**config.mk**
```make
export PLATFORM = sky130hd
export DESIGN_NAME = fir_mac_engine_flat
export DESIGN_NICKNAME = d
export VERILOG_FILES = /design/src/rtl/fir_pkg.sv /design/src/rtl/fir_mac_engine_if.sv /design/src/rtl/fir_mac_lane.sv /design/src/rtl/fir_mac_engine.sv /design/src/flat_wrapper.sv
export SDC_FILE = /design/constraint.sdc
export NUM_CORES = 2
export LEC_CHECK = 0
export ABC_AREA = 1
export BUFFER_PORTS_ARGS = -buffer_cell sky130_fd_sc_hd__buf_4
export CAP_MARGIN = 15
export CELL_PAD_IN_SITES_DETAIL_PLACEMENT = 1
export CELL_PAD_IN_SITES_GLOBAL_PLACEMENT = 2
export CORE_ASPECT_RATIO = 1.2
export CORE_MARGIN = 1.5
export CORE_UTILIZATION = 31
export CTS_BUF_LIST = sky130_fd_sc_hd__clkbuf_16
export DETAILED_ROUTE_END_ITERATION = 10
export PLACE_DENSITY = 0.69
export SLEW_MARGIN = 10
export SYNTH_ARGS = -nofsm -noshare
export SYNTH_HDL_FRONTEND = slang
export SYNTH_SLANG_ARGS = --single-unit
```
**constraint.sdc**
```tcl
create_clock -name clk -period 4 [get_ports clk]
set_input_delay 0.4 -clock clk [delete_from_list [all_inputs] [get_ports clk]]
set_output_delay 0.4 -clock clk [all_outputs]
set_load 0.03 [all_outputs]
```
**src/rtl/fir_pkg.sv**
```systemverilog
// rtl/fir_pkg.sv - shared state/bank types and saturation classifier for the FIR MAC engine
package fir_pkg;

  typedef enum logic [1:0] {IDLE, ACCUM, DONE} state_t;

  typedef enum logic [1:0] {BANK_LP, BANK_B1, BANK_B2, BANK_HP} bank_t;

  typedef enum logic [1:0] {SAT_NONE, SAT_POS, SAT_NEG} sat_t;

  // Classifies a sign-extended value against the signed range of an i_w-bit result.
  function automatic sat_t sat(input logic signed [63:0] i_val, input int unsigned i_w);
    logic signed [63:0] w_hi;
    logic signed [63:0] w_lo;
    w_hi = (64'sd1 <<< (i_w - 1)) - 64'sd1;
    w_lo = -(64'sd1 <<< (i_w - 1));
    if (i_val > w_hi) begin
      sat = SAT_POS;
    end else if (i_val < w_lo) begin
      sat = SAT_NEG;
    end else begin
      sat = SAT_NONE;
    end
  endfunction

endpackage

```
**src/rtl/fir_mac_engine_if.sv**
```systemverilog
// rtl/fir_mac_engine_if.sv - sample queue, coefficient ROM and output bundle of the FIR MAC engine
interface fir_mac_engine_if #(
  parameter int NUM_CH    = 2,
  parameter int DATA_W    = 16,
  parameter int COEF_W    = 16,
  parameter int NUM_TAPS  = 1021,
  parameter int NUM_BANKS = 4
);
  localparam int BANK_W = $clog2(NUM_BANKS);
  localparam int ADDR_W = $clog2(NUM_BANKS * NUM_TAPS);

  logic                       sequencing;
  logic [BANK_W-1:0]          bank_sel;
  logic [NUM_CH*DATA_W-1:0]   smpl_in;
  logic [ADDR_W-1:0]          coef_addr;
  logic [COEF_W-1:0]          coef_in;
  logic [NUM_CH*DATA_W-1:0]   smpl_out;
  logic                       vld;
  logic                       busy;
  logic [NUM_CH-1:0]          ovf;
  logic                       ovf_clr;

  modport master (
    output sequencing, bank_sel, smpl_in, coef_in, ovf_clr,
    input  coef_addr, smpl_out, vld, busy, ovf
  );

  modport slave (
    input  sequencing, bank_sel, smpl_in, coef_in, ovf_clr,
    output coef_addr, smpl_out, vld, busy, ovf
  );

endinterface

```
**src/rtl/fir_mac_lane.sv**
```systemverilog
// rtl/fir_mac_lane.sv - one channel: signed MAC accumulator, Q-format shift and output saturation
module fir_mac_lane
  import fir_pkg::*;
#(
  parameter int DATA_W = 16,
  parameter int COEF_W = 16,
  parameter int ACC_W  = 42
) (
  input  logic                     i_clk,
  input  logic                     i_rst_n,
  input  logic                     i_clr,
  input  logic                     i_en,
  input  logic signed [DATA_W-1:0] i_smpl,
  input  logic signed [COEF_W-1:0] i_coef,
  output logic [DATA_W-1:0]        o_res,
  output logic                     o_sat
);

  logic signed [DATA_W+COEF_W-1:0] w_prod;
  logic signed [ACC_W-1:0]         r_acc;
  logic signed [ACC_W-1:0]         w_shift;
  sat_t                            w_sat;

  assign w_prod  = i_smpl * i_coef;
  // Drop the Q1.(COEF_W-1) fraction; arithmetic shift floors toward minus infinity.
  assign w_shift = r_acc >>> (COEF_W - 1);
  assign w_sat   = sat(64'(w_shift), DATA_W);
  assign o_sat   = (w_sat != SAT_NONE);

  always_ff @(posedge i_clk or negedge i_rst_n) begin
    if (!i_rst_n) begin
      r_acc <= '0;
    end else if (i_clr) begin
      r_acc <= '0;
    end else if (i_en) begin
      r_acc <= r_acc + ACC_W'(w_prod);
    end
  end

  always_comb begin
    o_res = w_shift[DATA_W-1:0];
    case (w_sat)
      SAT_POS: o_res = {1'b0, {(DATA_W-1){1'b1}}};
      SAT_NEG: o_res = {1'b1, {(DATA_W-1){1'b0}}};
      default: o_res = w_shift[DATA_W-1:0];
    endcase
  end

endmodule

```
**src/rtl/fir_mac_engine.sv**
```systemverilog
// rtl/fir_mac_engine.sv - multi-channel FIR MAC engine: frame FSM, tap counter, ROM addressing, output regs
module fir_mac_engine
  import fir_pkg::*;
#(
  parameter int NUM_CH    = 2,
  parameter int DATA_W    = 16,
  parameter int COEF_W    = 16,
  parameter int NUM_TAPS  = 1021,
  parameter int NUM_BANKS = 4
) (
  input  logic             clk,
  input  logic             rst_n,
  fir_mac_engine_if.slave  bus
);

  localparam int ADDR_W = $clog2(NUM_BANKS * NUM_TAPS);
  localparam int TAP_W  = (NUM_TAPS > 1) ? $clog2(NUM_TAPS) : 1;
  localparam int ACC_W  = DATA_W + COEF_W + $clog2(NUM_TAPS);

  state_t                   r_state;
  state_t                   w_state_nxt;
  logic                     r_seq_d;
  logic [TAP_W-1:0]         r_tap;
  logic [ADDR_W-1:0]        r_coef_addr;
  logic [ADDR_W-1:0]        w_base;
  logic [NUM_CH*DATA_W-1:0] r_smpl_out;
  logic [NUM_CH*DATA_W-1:0] w_res;
  logic                     r_vld;
  logic [NUM_CH-1:0]        r_ovf;
  logic [NUM_CH-1:0]        w_sat;
  logic                     w_start;
  logic                     w_abort;
  logic                     w_acc_en;
  logic                     w_done;
  logic                     w_addr_adv;

  assign w_base     = ADDR_W'((int'(bus.bank_sel) % NUM_BANKS) * NUM_TAPS);
  // The address runs one tap ahead of the data; stop at the bank's last word.
  assign w_addr_adv = (int'(r_tap) + 2) < NUM_TAPS;

  always_comb begin
    w_state_nxt = r_state;
    w_start     = 1'b0;
    w_abort     = 1'b0;
    w_acc_en    = 1'b0;
    w_done      = 1'b0;
    case (r_state)
      IDLE: begin
        if (bus.sequencing && !r_seq_d) begin
          w_start     = 1'b1;
          w_state_nxt = ACCUM;
        end
      end
      ACCUM: begin
        if (!bus.sequencing) begin
          w_abort     = 1'b1;
          w_state_nxt = IDLE;
        end else begin
          w_acc_en = 1'b1;
          if (r_tap == TAP_W'(NUM_TAPS - 1)) begin
            w_state_nxt = DONE;
          end
        end
      end
      DONE: begin
        w_done      = 1'b1;
        w_state_nxt = IDLE;
      end
      default: w_state_nxt = IDLE;
    endcase
  end

  always_ff @(posedge clk or negedge rst_n) begin
    if (!rst_n) begin
      r_state <= IDLE;
    end else begin
      r_state <= w_state_nxt;
    end
  end

  always_ff @(posedge clk or negedge rst_n) begin
    if (!rst_n) begin
      r_seq_d     <= 1'b0;
      r_tap       <= '0;
      r_coef_addr <= '0;
      r_smpl_out  <= '0;
      r_vld       <= 1'b0;
      r_ovf       <= '0;
    end else begin
      r_seq_d <= bus.sequencing;
      r_vld   <= w_done;
      // A saturation in the same cycle as ovf_clr keeps its flag.
      r_ovf   <= (r_ovf & ~{NUM_CH{bus.ovf_clr}}) | (w_sat & {NUM_CH{w_done}});
      if (w_start) begin
        r_tap <= '0;
      end else if (w_acc_en) begin
        r_tap <= r_tap + TAP_W'(1);
      end
      if (w_done) begin
        r_smpl_out <= w_res;
      end
      // The address presented during T0 already fetched tap 0, which fixes the bank.
      case (r_state)
        IDLE:    r_coef_addr <= w_start ? r_coef_addr + ADDR_W'(1) : w_base;
        ACCUM:   if (w_acc_en && w_addr_adv) r_coef_addr <= r_coef_addr + ADDR_W'(1);
        default: r_coef_addr <= r_coef_addr;
      endcase
    end
  end

  for (genvar c = 0; c < NUM_CH; c++) begin : g_lane
    fir_mac_lane #(
      .DATA_W (DATA_W),
      .COEF_W (COEF_W),
      .ACC_W  (ACC_W)
    ) u_lane (
      .i_clk   (clk),
      .i_rst_n (rst_n),
      .i_clr   (w_start | w_abort),
      .i_en    (w_acc_en),
      .i_smpl  (bus.smpl_in[c*DATA_W +: DATA_W]),
      .i_coef  (bus.coef_in),
      .o_res   (w_res[c*DATA_W +: DATA_W]),
      .o_sat   (w_sat[c])
    );
  end

  assign bus.coef_addr = r_coef_addr;
  assign bus.smpl_out  = r_smpl_out;
  assign bus.vld       = r_vld;
  assign bus.busy      = (r_state != IDLE);
  assign bus.ovf       = r_ovf;

endmodule

```
**src/flat_wrapper.sv**
```systemverilog
// flat-port wrapper written by rule: the top's interface ports become plain ports
module fir_mac_engine_flat import fir_pkg::*;
#(
  parameter int NUM_CH    = 2,
  parameter int DATA_W    = 16,
  parameter int COEF_W    = 16,
  parameter int NUM_TAPS  = 1021,
  parameter int NUM_BANKS = 4
)
  (clk, rst_n, bus_sequencing, bus_bank_sel, bus_smpl_in, bus_coef_in, bus_ovf_clr, bus_coef_addr, bus_smpl_out, bus_vld, bus_busy, bus_ovf);
  fir_mac_engine_if #(.NUM_CH(NUM_CH), .DATA_W(DATA_W), .COEF_W(COEF_W), .NUM_TAPS(NUM_TAPS), .NUM_BANKS(NUM_BANKS)) bus_i ();
  input  logic clk;
  input  logic rst_n;
  input wire logic [$bits(bus_i.sequencing)-1:0] bus_sequencing;
  input wire logic [$bits(bus_i.bank_sel)-1:0] bus_bank_sel;
  input wire logic [$bits(bus_i.smpl_in)-1:0] bus_smpl_in;
  input wire logic [$bits(bus_i.coef_in)-1:0] bus_coef_in;
  input wire logic [$bits(bus_i.ovf_clr)-1:0] bus_ovf_clr;
  output wire logic [$bits(bus_i.coef_addr)-1:0] bus_coef_addr;
  output wire logic [$bits(bus_i.smpl_out)-1:0] bus_smpl_out;
  output wire logic [$bits(bus_i.vld)-1:0] bus_vld;
  output wire logic [$bits(bus_i.busy)-1:0] bus_busy;
  output wire logic [$bits(bus_i.ovf)-1:0] bus_ovf;
  assign bus_i.sequencing = bus_sequencing;
  assign bus_i.bank_sel = bus_bank_sel;
  assign bus_i.smpl_in = bus_smpl_in;
  assign bus_i.coef_in = bus_coef_in;
  assign bus_i.ovf_clr = bus_ovf_clr;
  assign bus_coef_addr = bus_i.coef_addr;
  assign bus_smpl_out = bus_i.smpl_out;
  assign bus_vld = bus_i.vld;
  assign bus_busy = bus_i.busy;
  assign bus_ovf = bus_i.ovf;
  fir_mac_engine #(.NUM_CH(NUM_CH), .DATA_W(DATA_W), .COEF_W(COEF_W), .NUM_TAPS(NUM_TAPS), .NUM_BANKS(NUM_BANKS)) u_core (.clk(clk), .rst_n(rst_n), .bus(bus_i));
endmodule
```
Word level (Yosys, flattened, before mapping):

Index checks and enable logic that the tools add are counted.
Widths: inputs -> output; s select.

* flip-flop bits (word level): 144
* bits of input ports: 54
* output and inout bits: 48
* logic and storage cells: 75

* add/subtract/negate cells: 5
* $mul: 3
* magnitude comparators: 5
* eq/ne operators: 10
* multiplexer cells: 26
* bitwise gates (word level): 5
* reductions and logical operators: 12

Operators by type and width (number)
* $mux 42: 4
* $add 42x32->42: 2
* $mul 16x16->32: 2
* $pmux 16 s2: 2
* $gt 27x16->1 const B: 2
* $lt 27x16->1 const B: 2
* $lt 32x11->1 const B: 1
* $mux 12: 2
* $pmux 12 s2: 1
* $mux 10: 2
* $mux 2: 7
* $add 12x1->12 const B: 1
* $mul 2x10->12 const B: 1
* $reduce_bool 2->1: 6
* $add 10x2->11 const B: 1
* $add 10x1->10 const B: 1
* $eq 10x10->1 const B: 1
* $mux 1: 7
* $eq 2x1->1 const B: 3
* $eq 2x2->1 const B: 3
* $and 2x2->2: 2
* $ne 2x1->1 const B: 2
* $pmux 2 s2: 1
* $reduce_and 2->1: 2
* 7 further kinds: 8

Depth between registers and ports, before layout:

* word-level depth: 6
* gate-level depth with buffers: 30
* mapped depth without buffers: 28

Modules after synthesis:

From an unflattened synthesis, not the netlist that was laid out.

* cells, all modules: 4602
* area, all modules: 34737.1 um2

Modules (own cells, without submodules)
* fir_mac_lane at u_core.g_lane[0].u_lane: times used 1, cells each 2108, area each 15922.8 um2, seq. area each 1051.0 um2
* fir_mac_lane at u_core.g_lane[1].u_lane: times used 1, cells each 2116, area each 15890.2 um2, seq. area each 1051.0 um2
* fir_mac_engine: times used 1, cells each 378, area each 2924.1 um2, seq. area each 1501.4 um2

Worst setup path after synthesis:

No wires, ideal clock.

* path kind: input to register
* from: input bus_smpl_in[15]
* to: register u_core.g_lane[0].u_lane.r_acc[41]
* library setup time: 0.118 ns
* data arrival time: 5.901 ns
* data required time: 3.882 ns
* path slack: -2.019 ns
* stages on the path: 23
* buffers on the path: 1
* path through: clkbuf_1 > nand2_1 > inv_1 > fa_1 > inv_1 > fa_1 > fa_1 > fa_1 > inv_1 > fa_1 > inv_1 > fa_1 > inv_1 > ha_1 > nand2_1 > nor2_1 > nand2_1 > nor2_1 > nand3_1 > nand3_1 > nand2_1 > nand3_1 > nand2_1

* longest elaborated chain between the ends: 4

RTL lines
* start, declared: RTL line flat_wrapper.sv:16 `input wire logic [$bits(bus_i.smpl_in)-1:0] bus_smpl_in;`
* $mul 16x16->32: RTL line fir_mac_lane.sv:24 `assign w_prod = i_smpl * i_coef;`
* $add 42x32->42: RTL line fir_mac_lane.sv:36 `r_acc <= r_acc + ACC_W'(w_prod);`
* $mux 42: RTL line fir_mac_lane.sv:35 `end else if (i_en) begin`
* $mux 42: RTL line fir_mac_lane.sv:33 `end else if (i_clr) begin`
* end signal, assigned: RTL line fir_mac_lane.sv:36
* end, declared: RTL line fir_mac_lane.sv:20 `logic signed [ACC_W-1:0] r_acc;`

No other way between the ends. The select of a mux whose other input is x is not followed.
A chain may end at the register's enable or synchronous reset.

Final worst setup path:

* from: input bus_coef_in[1]
* to: register u_core.g_lane[1].u_lane.r_acc[32]

* longest elaborated chain between the ends: 4

RTL lines
* start, declared: RTL line flat_wrapper.sv:17 `input wire logic [$bits(bus_i.coef_in)-1:0] bus_coef_in;`
* $mul 16x16->32: RTL line fir_mac_lane.sv:24
* $add 42x32->42: RTL line fir_mac_lane.sv:36
* $mux 42: RTL line fir_mac_lane.sv:35
* $mux 42: RTL line fir_mac_lane.sv:33
* end signal, assigned: RTL line fir_mac_lane.sv:36
* end, declared: RTL line fir_mac_lane.sv:20

No other way between the ends. The select of a mux whose other input is x is not followed.

==> results.yml <==
sta:
  drv_slew: 0
  maxSlewHeadroom: 0.2285
  clock_skew_ns: 0.02454
  fmax_mhz: 191.3
  fin_crit_sh: 1.307
  rsz0062_at_grt: "yes"
  hold_viol_final: 0
  worst_pin_slew_ns: 1.157
  finalSetupViolations: 69
  fin_crit_ns: 5.228
  setup_ws_ns: -1.228
detailed_routing:
  firstDrtPassIters: 7
  viasPerCell: 4.525
  routed_wl_um: 121200
  ant_nets: 0
  drt-initial-drc-count: 1144
  drc_errors: 0
  drt-wirelength-per-cell_um: 18.65
  num_vias: 29410
placement:
  dp_hpwl_um: 101100
  io_buffers: 101
  dp.cells: 6365
  gp_congestion: 0.8561
floorplanning:
  row_count: 133
  dieArea_mm2: 0.1124
  start_util: 0.3124
  coreArea_mm2: 0.1095
  pin_count: 102
  die_y_um: 366.9
  die_w_um: 306.3
global_routing:
  overflow: 0
  use_met2: 0.3704
  antenna_found_initial: 1
  use_met3: 0.02716
  grt_pass1_wl_um: 191900
  grt_pass1_vias: 33210
  grt_start_max_net_pins: 76
  busiest_layer: "met2"
  track_usage: 0.2230
  use_met1: 0.3073
layout:
  layout.cells.most_common: "inv_1"
  final_cell_mix: "inv_1 (1199), nand2_1 (1021), fa_1 (638), buf_4 (541), nand2_2 (175)"
  final_cells: 6499
  nets: 6046
  multi_input_area_mm2: 0.02882
  regArea_mm2: 0.003603
  area_growth_pct: 34.67
  num-fill-cells: 13080
  drive_gt1_frac: 0.2897
yosys:
  syn_avg_cell_area_um2: 7.591
  synth_area_mm2: 0.03421
  synth_nets: 5484
  ys.flop_type: "dfrtp_1"
  async_flop_share: 1.000
  netlist_instances: 4507
  synth_enable_flop_cells: 0
  synth-seq-area-share: 0.1053
  synth.distinct_cells: 50
  ys_seq_elements: 144
  yosys_warnings: 0
clock_tree:
  cts_root_buf: "clkbuf_16"
  cts-buffers-inserted: 17
  tritoncts: "built"
  numClockSinks: 144
  htreeDepth: 4
  clockBufferDepth: 2
  clkLatencyLatePin_ns: 0.54
  clkTransAtPathRegs_ns: 0.08
worst_setup_path:
  end_kind: "flop"
  start_kind: "input port"
  critical_path_class: "input port to flop"
  worstPathRequired_ns: 4.42
  critPathArrivalTime_ns: 5.65
  worstPathMaxFanout: 4
flow_run:
  maxCapViolations: 0
status:
  outcome: "complete, but fails checks"
  violations: "negative setup slack"
min_path:
  hold_path_class: "input port to flop"
==> worst max-delay path, stage by stage <==
cell	delay, ns
buf_12	0.11
buf_12	0.12
nand2_4	0.05
inv_2	0.04
fa_1	0.58
inv_2	0.06
fa_2	0.65
fa_2	0.51
buf_6	0.15
buf_4	0.13
fa_1	0.48
inv_1	0.05
fa_1	0.47
inv_1	0.05
fa_1	0.49
inv_2	0.05
ha_4	0.33
nand2_4	0.07
buf_6	0.12
nor2_4	0.15
nand2_2	0.08
buf_6	0.12
nor2_1	0.10
nor2_1	0.07
nand2_1	0.06
nand2_1	0.05
nand3_1	0.06
nand2_1	0.05
==> cells by family after synthesis <==
| kind of cell | count (synthesis) | share of synthesized area |
|---|---|---|
| AOI/OAI and AO/OA | 200 | 0.03507 |
| buffers and inverters | 1462 | 0.1619 |
| adders and majority gates | 923 | 0.4859 |
| and+or+nand+nor | 1762 | 0.2077 |
| DFF | 144 | 0.1053 |
| xor gates and xnor gates | 16 | 0.004096 |
==> cell usage after synthesis, types with 3 or more instances <==
cell      instances  area [µm²]
inv_1          1317        4943
nand2_1        1295        4861
fa_1            676       13530
ha_1            247        3090
nor2_1          232       870.8
dfrtp_1         144        3603
nand3_1         138       690.7
clkbuf_1        115       431.7
a21oi_1          89       445.4
o21ai_0          47       235.2
nand3b_1         27       202.7
nand4_1          23       143.9
buf_2            20       100.1
o21bai_1         15       112.6
nor3_1           12       60.06
xnor2_1          11       96.34
a22o_1           10       87.58
nand2_2          10       62.56
nand3_2           7       70.07
o31ai_1           7       52.55
a21o_1            6       45.04
a31oi_1           5       31.28
xor2_1            5       43.79
inv_2             4       15.01
o21ai_1           4       20.02
o21ai_2           4       35.03
a21oi_2           3       26.28
buf_6             3       33.78
nor2_2            3       18.77
nor4_1            3       18.77
==> flip-flops by register name, summed over array words and instances (netlist names) <==
name,flops
u_core.bus.coef_addr,12
u_core.bus.ovf,2
u_core.bus.smpl_out,32
u_core.bus.vld,1
u_core.g_lane.u_lane.r_acc,84
u_core.r_seq_d,1
u_core.r_state,2
u_core.r_tap,10
==> through the flow <==
step | worst slack (ns) | cell area, µm² | utilization | setup TNS, ns | hold WS [ns]
final | -1.228 | 46070 | 0.4208 | -67.07 | 0.1177
after global placement | -2.071 | 42030 | 0.3838 | -116.97 | 0.4746
after CTS | -1.198 | 44080 | 0.4026 | -65.76 | 0.06312
after floorplan | -1.459 | 36660 | - | -67.60 | 0.1044
after detailed placement | -2.067 | 42030 | 0.3838 | -119.03 | 0.4805
after global routing | -1.420 | 46070 | 0.4208 | -80.10 | 0.1205
==> layout make-up <==
type                            instances  share of cell area
Antenna cell                            1          0.00005431
Timing Repair Buffer                  683              0.1368
Tap cell                             1417             0.03848
Multi-Input combinational cell       2901              0.6255
Clock buffer                           17            0.009233
Inverter                             1322              0.1084
Clock inverter                         14            0.003367
Sequential cell                       144             0.07821
==> repair_timing <==
| item | CTS | global route |
|---|---|---|
| resized for setup | 312 | 399 |
| gates cloned | 2 | 4 |
| endpoints found under the hold margin | 34 | 0 |
| setup endpoints to repair | 71 | 73 |
| hold buffers | 2 | 0 |
| pin swaps | 119 | 276 |
| setup buffers | 34 | 64 |
==> path summary, 6_finish.rpt <==
check,start,depth (start not counted),slack [ns],to
min in group asynchronous,rst_n,2,0.55,u_core.bus.smpl_out[28]$_DFFE_PN0P_
max in group asynchronous,rst_n,3,2.46,u_core.g_lane[0].u_lane.r_acc[5]$_DFFE_PN0P_
worst min-delay path,bus_ovf_clr,2,0.12,u_core.bus.ovf[1]$_DFF_PN0_
worst max register to register,u_core.g_lane[1].u_lane.r_acc[15]$_DFFE_PN0P_,20,-0.69,u_core.g_lane[1].u_lane.r_acc[30]$_DFFE_PN0P_
worst min register to register,u_core.g_lane[1].u_lane.r_acc[12]$_DFFE_PN0P_,2,0.49,u_core.g_lane[1].u_lane.r_acc[12]$_DFFE_PN0P_
worst max-delay path,bus_coef_in[1],28,-1.23,u_core.g_lane[1].u_lane.r_acc[32]$_DFFE_PN0P_
==> layer usage <==
layer / share of wire / vias to the layer above / wire (µm)
met1: 0.47 / 14990 / 56940
met5: 0 / - / 0
met4: 0.021 / 0 / 2547
li1: - / 14000 / -
met2: 0.48 / 337 / 57720
met3: 0.033 / 85 / 3982
Power is not shown: default switching activity piles up to over one toggle a cycle in this logic, so the estimate is an artifact.
